[config.mk]
export PLATFORM = sky130hd
export DESIGN_NAME = multicycle_ctrl_fsm_flat
export DESIGN_NICKNAME = d
export VERILOG_FILES = /design/src/rtl/mips_ctrl_pkg.sv /design/src/rtl/multicycle_ctrl_fsm_if.sv /design/src/rtl/alu_decoder.sv /design/src/rtl/multicycle_ctrl_fsm.sv /design/src/flat_wrapper.sv
export SDC_FILE = /design/constraint.sdc
export NUM_CORES = 1
export LEC_CHECK = 0
export CAP_MARGIN = 20
export CORE_AREA = 4 4 66 68
export CTS_CLUSTER_DIAMETER = 50
export DETAILED_ROUTE_END_ITERATION = 12
export DIE_AREA = 0 0 70 72
export HOLD_SLACK_MARGIN = 0.1
export PLACE_DENSITY = 0.56
export SKIP_CTS_REPAIR_TIMING = 1
export SLEW_MARGIN = 20
export SYNTH_ARGS = -nofsm -noshare
export SYNTH_HDL_FRONTEND = slang
export SYNTH_SLANG_ARGS = --single-unit
[constraint.sdc]
create_clock -name clk -period 3.46 [get_ports clk]
set_input_delay 0.692 -clock clk [delete_from_list [all_inputs] [get_ports clk]]
set_output_delay 0.692 -clock clk [all_outputs]
set_load 0.02 [all_outputs]
[src/rtl/mips_ctrl_pkg.sv]
// Shared encodings for the multi-cycle MIPS control unit: states, opcodes,
// funct codes, ALU operation codes and datapath select values.
package mips_ctrl_pkg;

    localparam int unsigned STATE_W  = 4;
    localparam int unsigned OP_W     = 6;
    localparam int unsigned FUNCT_W  = 6;
    localparam int unsigned ALUCTL_W = 5;
    localparam int unsigned ALUOP_W  = 2;
    localparam int unsigned SRCB_W   = 3;
    localparam int unsigned PCSRC_W  = 2;

    typedef enum logic [STATE_W-1:0] {
        S_FETCH    = 4'd0,
        S_DECODE   = 4'd1,
        S_MEMADR   = 4'd2,
        S_MEMREAD  = 4'd3,
        S_MEMWB    = 4'd4,
        S_MEMWRITE = 4'd5,
        S_RTYPE_EX = 4'd6,
        S_ALU_WB   = 4'd7,
        S_BRANCH   = 4'd8,
        S_IMM_EX   = 4'd9,
        S_IMM_WB   = 4'd10,
        S_JUMP     = 4'd11
    } state_t;

    localparam logic [OP_W-1:0] OP_RTYPE = 6'h00;
    localparam logic [OP_W-1:0] OP_J     = 6'h02;
    localparam logic [OP_W-1:0] OP_BEQ   = 6'h04;
    localparam logic [OP_W-1:0] OP_BNE   = 6'h05;
    localparam logic [OP_W-1:0] OP_ADDI  = 6'h08;
    localparam logic [OP_W-1:0] OP_SLTI  = 6'h0A;
    localparam logic [OP_W-1:0] OP_ANDI  = 6'h0C;
    localparam logic [OP_W-1:0] OP_ORI   = 6'h0D;
    localparam logic [OP_W-1:0] OP_LW    = 6'h23;
    localparam logic [OP_W-1:0] OP_SW    = 6'h2B;

    localparam logic [FUNCT_W-1:0] FN_ADD = 6'h20;
    localparam logic [FUNCT_W-1:0] FN_SUB = 6'h22;
    localparam logic [FUNCT_W-1:0] FN_AND = 6'h24;
    localparam logic [FUNCT_W-1:0] FN_OR  = 6'h25;
    localparam logic [FUNCT_W-1:0] FN_XOR = 6'h26;
    localparam logic [FUNCT_W-1:0] FN_NOR = 6'h27;
    localparam logic [FUNCT_W-1:0] FN_SLT = 6'h2A;

    typedef enum logic [ALUCTL_W-1:0] {
        ALU_ADD = 5'd0,
        ALU_SUB = 5'd1,
        ALU_AND = 5'd2,
        ALU_OR  = 5'd3,
        ALU_SLT = 5'd4,
        ALU_XOR = 5'd5,
        ALU_NOR = 5'd6
    } alu_ctl_t;

    typedef enum logic [ALUOP_W-1:0] {
        ALUOP_ADD    = 2'b00,
        ALUOP_SUB    = 2'b01,
        ALUOP_FUNCT  = 2'b10,
        ALUOP_OPCODE = 2'b11
    } alu_op_t;

    typedef enum logic [SRCB_W-1:0] {
        SRCB_B       = 3'd0,
        SRCB_FOUR    = 3'd1,
        SRCB_SIMM    = 3'd2,
        SRCB_SIMM_SH = 3'd3,
        SRCB_ZIMM    = 3'd4
    } srcb_t;

    typedef enum logic [PCSRC_W-1:0] {
        PCSRC_ALU    = 2'd0,
        PCSRC_ALUOUT = 2'd1,
        PCSRC_JUMP   = 2'd2
    } pcsrc_t;

    // True for the R-type funct codes this datapath implements
    function automatic logic funct_legal(input logic [FUNCT_W-1:0] f);
        return (f == FN_ADD) || (f == FN_SUB) || (f == FN_AND) || (f == FN_OR) ||
               (f == FN_XOR) || (f == FN_NOR) || (f == FN_SLT);
    endfunction

endpackage

[src/rtl/multicycle_ctrl_fsm_if.sv]
// Instruction fields in, datapath controls out; master = control unit,
// slave = datapath.
interface multicycle_ctrl_fsm_if;

    logic [mips_ctrl_pkg::OP_W-1:0]     Op;
    logic [mips_ctrl_pkg::FUNCT_W-1:0]  Funct;
    logic                               MemtoReg;
    logic                               RegDst;
    logic                               lorD;
    logic [mips_ctrl_pkg::PCSRC_W-1:0]  PCSrc;
    logic [mips_ctrl_pkg::SRCB_W-1:0]   ALUSrcB;
    logic                               ALUSrcA;
    logic                               IRWrite;
    logic                               MemWrite;
    logic                               PCWrite;
    logic                               RegWrite;
    logic                               Branch;
    logic                               Branch2;
    logic [mips_ctrl_pkg::ALUOP_W-1:0]  ALUOp;
    logic [mips_ctrl_pkg::ALUCTL_W-1:0] ALUControl;
    logic [mips_ctrl_pkg::STATE_W-1:0]  state;
    logic                               illegal;

    modport master (
        input  Op, Funct,
        output MemtoReg, RegDst, lorD, PCSrc, ALUSrcB, ALUSrcA,
               IRWrite, MemWrite, PCWrite, RegWrite, Branch, Branch2,
               ALUOp, ALUControl, state, illegal
    );

    modport slave (
        output Op, Funct,
        input  MemtoReg, RegDst, lorD, PCSrc, ALUSrcB, ALUSrcA,
               IRWrite, MemWrite, PCWrite, RegWrite, Branch, Branch2,
               ALUOp, ALUControl, state, illegal
    );

endinterface

[src/rtl/alu_decoder.sv]
// Combinational ALU decoder: (ALUOp, opcode, funct) -> ALU operation code.
module alu_decoder
    import mips_ctrl_pkg::*;
(
    input  alu_op_t              alu_op,
    input  logic [OP_W-1:0]      op,
    input  logic [FUNCT_W-1:0]   funct,
    output alu_ctl_t             alu_control_c
);

    // Any combination not listed falls back to ADD
    always_comb begin
        alu_control_c = ALU_ADD;
        case (alu_op)
            ALUOP_SUB: alu_control_c = ALU_SUB;
            ALUOP_FUNCT: begin
                case (funct)
                    FN_ADD:  alu_control_c = ALU_ADD;
                    FN_SUB:  alu_control_c = ALU_SUB;
                    FN_AND:  alu_control_c = ALU_AND;
                    FN_OR:   alu_control_c = ALU_OR;
                    FN_SLT:  alu_control_c = ALU_SLT;
                    FN_XOR:  alu_control_c = ALU_XOR;
                    FN_NOR:  alu_control_c = ALU_NOR;
                    default: alu_control_c = ALU_ADD;
                endcase
            end
            ALUOP_OPCODE: begin
                case (op)
                    OP_ADDI: alu_control_c = ALU_ADD;
                    OP_ANDI: alu_control_c = ALU_AND;
                    OP_ORI:  alu_control_c = ALU_OR;
                    OP_SLTI: alu_control_c = ALU_SLT;
                    default: alu_control_c = ALU_ADD;
                endcase
            end
            default: alu_control_c = ALU_ADD;
        endcase
    end

endmodule

[src/rtl/multicycle_ctrl_fsm.sv]
// Multi-cycle MIPS main control: opcode/funct capture, Moore sequencing FSM
// and decode of every datapath select and write enable.
module multicycle_ctrl_fsm
    import mips_ctrl_pkg::*;
(
    input  logic                  clk,
    input  logic                  reset,
    multicycle_ctrl_fsm_if.master bus
);

    state_t               state_q;
    state_t               state_d;
    logic [OP_W-1:0]      op_q;
    logic [FUNCT_W-1:0]   funct_q;

    logic                 mem_to_reg_c;
    logic                 reg_dst_c;
    logic                 lor_d_c;
    pcsrc_t               pc_src_c;
    srcb_t                alu_src_b_c;
    logic                 alu_src_a_c;
    logic                 ir_write_c;
    logic                 mem_write_c;
    logic                 pc_write_c;
    logic                 reg_write_c;
    logic                 branch_c;
    logic                 branch2_c;
    alu_op_t              alu_op_c;
    logic                 illegal_c;
    alu_ctl_t             alu_ctl_c;

    always_ff @(posedge clk) begin
        if (!reset) begin
            state_q <= S_FETCH;
        end else begin
            state_q <= state_d;
        end
    end

    // Instruction fields are captured only while the IR is being written
    always_ff @(posedge clk) begin
        if (!reset) begin
            op_q    <= '0;
            funct_q <= '0;
        end else if (bus.IRWrite) begin
            op_q    <= bus.Op;
            funct_q <= bus.Funct;
        end
    end

    always_comb begin
        state_d      = S_FETCH;
        mem_to_reg_c = 1'b0;
        reg_dst_c    = 1'b0;
        lor_d_c      = 1'b0;
        pc_src_c     = PCSRC_ALU;
        alu_src_b_c  = SRCB_B;
        alu_src_a_c  = 1'b0;
        ir_write_c   = 1'b0;
        mem_write_c  = 1'b0;
        pc_write_c   = 1'b0;
        reg_write_c  = 1'b0;
        branch_c     = 1'b0;
        branch2_c    = 1'b0;
        alu_op_c     = ALUOP_ADD;
        illegal_c    = 1'b0;

        case (state_q)
            S_FETCH: begin
                alu_src_b_c = SRCB_FOUR;
                ir_write_c  = 1'b1;
                pc_write_c  = 1'b1;
                state_d     = S_DECODE;
            end
            S_DECODE: begin
                alu_src_b_c = SRCB_SIMM_SH;
                case (op_q)
                    OP_LW, OP_SW:                    state_d = S_MEMADR;
                    OP_BEQ, OP_BNE:                  state_d = S_BRANCH;
                    OP_ADDI, OP_ANDI, OP_ORI, OP_SLTI: state_d = S_IMM_EX;
                    OP_J:                            state_d = S_JUMP;
                    OP_RTYPE: begin
                        if (funct_legal(funct_q)) begin
                            state_d = S_RTYPE_EX;
                        end else begin
                            illegal_c = 1'b1;
                        end
                    end
                    default: illegal_c = 1'b1;
                endcase
            end
            S_MEMADR: begin
                alu_src_a_c = 1'b1;
                alu_src_b_c = SRCB_SIMM;
                state_d     = (op_q == OP_SW) ? S_MEMWRITE : S_MEMREAD;
            end
            S_MEMREAD: begin
                lor_d_c = 1'b1;
                state_d = S_MEMWB;
            end
            S_MEMWB: begin
                mem_to_reg_c = 1'b1;
                reg_write_c  = 1'b1;
            end
            S_MEMWRITE: begin
                lor_d_c     = 1'b1;
                mem_write_c = 1'b1;
            end
            S_RTYPE_EX: begin
                alu_src_a_c = 1'b1;
                alu_op_c    = ALUOP_FUNCT;
                state_d     = S_ALU_WB;
            end
            S_ALU_WB: begin
                reg_dst_c   = 1'b1;
                reg_write_c = 1'b1;
            end
            S_BRANCH: begin
                alu_src_a_c = 1'b1;
                alu_op_c    = ALUOP_SUB;
                pc_src_c    = PCSRC_ALUOUT;
                branch_c    = (op_q == OP_BEQ);
                branch2_c   = (op_q == OP_BNE);
            end
            S_IMM_EX: begin
                alu_src_a_c = 1'b1;
                alu_op_c    = ALUOP_OPCODE;
                alu_src_b_c = ((op_q == OP_ANDI) || (op_q == OP_ORI)) ? SRCB_ZIMM : SRCB_SIMM;
                state_d     = S_IMM_WB;
            end
            S_IMM_WB: begin
                reg_write_c = 1'b1;
            end
            S_JUMP: begin
                pc_src_c   = PCSRC_JUMP;
                pc_write_c = 1'b1;
            end
            default: state_d = S_FETCH;
        endcase
    end

    alu_decoder u_alu_decoder (
        .alu_op        (alu_op_c),
        .op            (op_q),
        .funct         (funct_q),
        .alu_control_c (alu_ctl_c)
    );

    // Enables and the illegal flag are held low for the whole reset cycle
    assign bus.IRWrite    = reset & ir_write_c;
    assign bus.MemWrite   = reset & mem_write_c;
    assign bus.PCWrite    = reset & pc_write_c;
    assign bus.RegWrite   = reset & reg_write_c;
    assign bus.Branch     = reset & branch_c;
    assign bus.Branch2    = reset & branch2_c;
    assign bus.illegal    = reset & illegal_c;

    assign bus.MemtoReg   = mem_to_reg_c;
    assign bus.RegDst     = reg_dst_c;
    assign bus.lorD       = lor_d_c;
    assign bus.PCSrc      = pc_src_c;
    assign bus.ALUSrcB    = alu_src_b_c;
    assign bus.ALUSrcA    = alu_src_a_c;
    assign bus.ALUOp      = alu_op_c;
    assign bus.ALUControl = alu_ctl_c;
    assign bus.state      = state_q;

endmodule

[src/flat_wrapper.sv]
// flat-port wrapper written by rule: the top's interface ports become plain ports
module multicycle_ctrl_fsm_flat import mips_ctrl_pkg::*;
  (clk, reset, bus_Op, bus_Funct, bus_MemtoReg, bus_RegDst, bus_lorD, bus_PCSrc, bus_ALUSrcB, bus_ALUSrcA, bus_IRWrite, bus_MemWrite, bus_PCWrite, bus_RegWrite, bus_Branch, bus_Branch2, bus_ALUOp, bus_ALUControl, bus_state, bus_illegal);
  multicycle_ctrl_fsm_if bus_i ();
  input  logic clk;
  input  logic reset;
  input wire logic [$bits(bus_i.Op)-1:0] bus_Op;
  input wire logic [$bits(bus_i.Funct)-1:0] bus_Funct;
  output wire logic [$bits(bus_i.MemtoReg)-1:0] bus_MemtoReg;
  output wire logic [$bits(bus_i.RegDst)-1:0] bus_RegDst;
  output wire logic [$bits(bus_i.lorD)-1:0] bus_lorD;
  output wire logic [$bits(bus_i.PCSrc)-1:0] bus_PCSrc;
  output wire logic [$bits(bus_i.ALUSrcB)-1:0] bus_ALUSrcB;
  output wire logic [$bits(bus_i.ALUSrcA)-1:0] bus_ALUSrcA;
  output wire logic [$bits(bus_i.IRWrite)-1:0] bus_IRWrite;
  output wire logic [$bits(bus_i.MemWrite)-1:0] bus_MemWrite;
  output wire logic [$bits(bus_i.PCWrite)-1:0] bus_PCWrite;
  output wire logic [$bits(bus_i.RegWrite)-1:0] bus_RegWrite;
  output wire logic [$bits(bus_i.Branch)-1:0] bus_Branch;
  output wire logic [$bits(bus_i.Branch2)-1:0] bus_Branch2;
  output wire logic [$bits(bus_i.ALUOp)-1:0] bus_ALUOp;
  output wire logic [$bits(bus_i.ALUControl)-1:0] bus_ALUControl;
  output wire logic [$bits(bus_i.state)-1:0] bus_state;
  output wire logic [$bits(bus_i.illegal)-1:0] bus_illegal;
  assign bus_i.Op = bus_Op;
  assign bus_i.Funct = bus_Funct;
  assign bus_MemtoReg = bus_i.MemtoReg;
  assign bus_RegDst = bus_i.RegDst;
  assign bus_lorD = bus_i.lorD;
  assign bus_PCSrc = bus_i.PCSrc;
  assign bus_ALUSrcB = bus_i.ALUSrcB;
  assign bus_ALUSrcA = bus_i.ALUSrcA;
  assign bus_IRWrite = bus_i.IRWrite;
  assign bus_MemWrite = bus_i.MemWrite;
  assign bus_PCWrite = bus_i.PCWrite;
  assign bus_RegWrite = bus_i.RegWrite;
  assign bus_Branch = bus_i.Branch;
  assign bus_Branch2 = bus_i.Branch2;
  assign bus_ALUOp = bus_i.ALUOp;
  assign bus_ALUControl = bus_i.ALUControl;
  assign bus_state = bus_i.state;
  assign bus_illegal = bus_i.illegal;
  multicycle_ctrl_fsm u_core (.clk(clk), .reset(reset), .bus(bus_i));
endmodule
==> flow_metrics.env <==
export IMPL_outcome="completed"
export IMPL_cap_violations=0
export IMPL_hold_path_class="reg -> reg"
export IMPL_whs_path_depth=2
export IMPL_yosysWarnings=0
export IMPL_synth_top_area_share_pct=29.0
export IMPL_synth_commonest_cells="nand2_1 (29), a21oi_1 (16), dfxtp_1 (16)"
export IMPL_synth_edf_count=0
export IMPL_clock_sinks=16
export IMPL_wire_per_inst_um=13.4
export IMPL_setup_viol=0
export IMPL_synth_seq_cells=16
export IMPL_min_period_over_period_pct=90.1
export IMPL_antenna_found_initial=0
export IMPL_synth_flop_cell="dfxtp_1"
export IMPL_worst_slew_pin_slew_ns=0.662
export IMPL_diodes=0
export IMPL_syn_area_um2=1110
export IMPL_nets=207
export IMPL_clkLatencyLatePin_ns=0.25
export IMPL_drc=0
export IMPL_ir_drop_mv=0.250
export IMPL_antenna_left=0
export IMPL_initial_utilization_pct=28.7
export IMPL_fmax_mhz=321
export IMPL_grt_max_degree=16
export IMPL_first_global_vias=1232
export IMPL_rows=23
export IMPL_yosys_area_top_type="dfxtp_1"
export IMPL_cts_buffers=3
export IMPL_vias=1218
export IMPL_hold_violations=0
export IMPL_ys_top_cells_by_area="dfxtp_1 (29%), nand2_1 (9.8%), a21oi_1 (7.2%)"
export IMPL_path_max_fanout=7
export IMPL_ys_seq_area_share_pct=29.0
export IMPL_ios=41
export IMPL_netlist_instances=158
export IMPL_rsz0062_at_grt="no"
export IMPL_end_kind="output pin"
export IMPL_reg2regPathDepth=4
export IMPL_async_flop_share_pct=0
export IMPL_routed_wl_um=3250
export IMPL_grt_usage_pct=13.2
export IMPL_first_pass_iters=4
export IMPL_core_um2=3860
export IMPL_drtIter0Drc=39
export IMPL_grt_pass1_wl_um=5500
export IMPL_syn_avg_cell_area_um2=7.00
export IMPL_die_w_um=70
export IMPL_finalNonFillerCells=242
export IMPL_crit_type="in -> out"
export IMPL_synthMostInstantiatedCell="nand2_1"
export IMPL_die_h_um=72
export IMPL_h_tree_depth=1
export IMPL_synth_cell_types=42
export IMPL_dp_cells=238
export IMPL_via_per_inst=5.03
export IMPL_clk_pin_slew_ns=0.06
export IMPL_drv_slew=0
export IMPL_worst_clock_skew_ns=0.00160
export IMPL_startpoint_type="input port"
export IMPL_cts_root_buf="clkbuf_8"
export IMPL_gr_total_overflow=0
export IMPL_die_area_um2=5040
export IMPL_min_period_ns=3.12
export IMPL_leakage_nw=0.572
export IMPL_port_buffers=38
export IMPL_layout_drive_gt1_share_pct=8.85
export IMPL_syn_to_final_growth_pct=42.8
export IMPL_maxSlewHeadroom_pct=55.5
export IMPL_fillCellCount=422
export IMPL_critical_path_required_ns=2.77
export IMPL_clock_path_buffers=2
export IMPL_holdWs_ns=0.452
export IMPL_hpwl_um=2470
export IMPL_cts_tree="done"
export IMPL_powerDensity_nw_per_um2=474
export IMPL_crit_arrival_ns=2.43
export IMPL_setup_tns_ns=0
export IMPL_gp_congestion=0.850
-- power breakdown --
part           switching (W)  internal (W)
Clock              0.0000666      0.000101
Combinational       0.000175      0.000142
Sequential         0.0000507      0.000213
-- sequential cells by signal, indices dropped and copies added, names as in the netlist --
signal,count
u_core.funct_q,6
u_core.op_q,6
u_core.bus.state,4
-- metrics by stage --
| step | util [%] | setup slack [ns] | power (W) | area [um^2] |
|---|---|---|---|---|
| after floorplan | - | 0.907 | 0.000475 | 1110 |
| after global placement | 39.3 | 0.342 | 0.000575 | 1520 |
| after detailed placement | 39.3 | 0.326 | 0.000580 | 1520 |
| after CTS | 40.7 | 0.297 | 0.000749 | 1570 |
| after global routing | 40.9 | 0.209 | 0.000802 | 1580 |
| final | 40.9 | 0.341 | 0.000749 | 1580 |
-- final cells by class --
cell class              instances  area (um^2)  area share (%)
clock buffers                   4         55.1            3.49
inverters                       5         18.8            1.19
multi-input cells             124          704            44.6
flip-flops and latches         16          320            20.3
well taps                      50         62.6            3.96
repair buffers                 43          418            26.5
-- routing by layer --
layer  GRT usage (%)  up-vias  share of wire [%]
li1                -      621                  -
met3            3.32        4                6.0
met1            16.2      556                 47
met2            22.1       37                 46
met5               0        -                  0
met4            5.74        0                1.3
-- placed cells by master (no fill, tap or decap), types with 5 or more instances in the layout --
| cell | synthesis | final |
|---|---|---|
| clkdlybuf4s50_1 | 0 | 38 |
| nand2b_1 | 7 | 7 |
| nor2_1 | 14 | 14 |
| dfxtp_1 | 16 | 16 |
| a21oi_1 | 16 | 16 |
| nand3_1 | 6 | 6 |
| o21ai_0 | 6 | 6 |
| nor3_1 | 6 | 6 |
| buf_4 | 2 | 5 |
| nand2_1 | 29 | 29 |
-- kinds of logic after synthesis --
family / share of synthesized area (%)
XOR/XNOR: 0.792
buffers and inverters: 8.48
multiplexers: 1.92
AND/OR/NAND/NOR: 38.2
flip-flops: 29.0
AO/OA/AOI/OAI: 21.3
other: 0.339
-- final timing paths --
path / start / to / slack, ns
setup reg to reg: u_core.bus.state[1] / u_core.funct_q[1] / 1.90
hold / removal: u_core.funct_q[4] / u_core.funct_q[4] / 0.45
setup / recovery: reset / bus_Branch / 0.34
hold reg to reg: u_core.funct_q[4] / u_core.funct_q[4] / 0.45
-- critical path: stages --
cell and delay (ns):
clkdlybuf4s50_1 0.51, clkinv_1 0.25, nor4_1 0.31, clkdlybuf4s50_1 0.67
(Power assumes the default switching activity.)
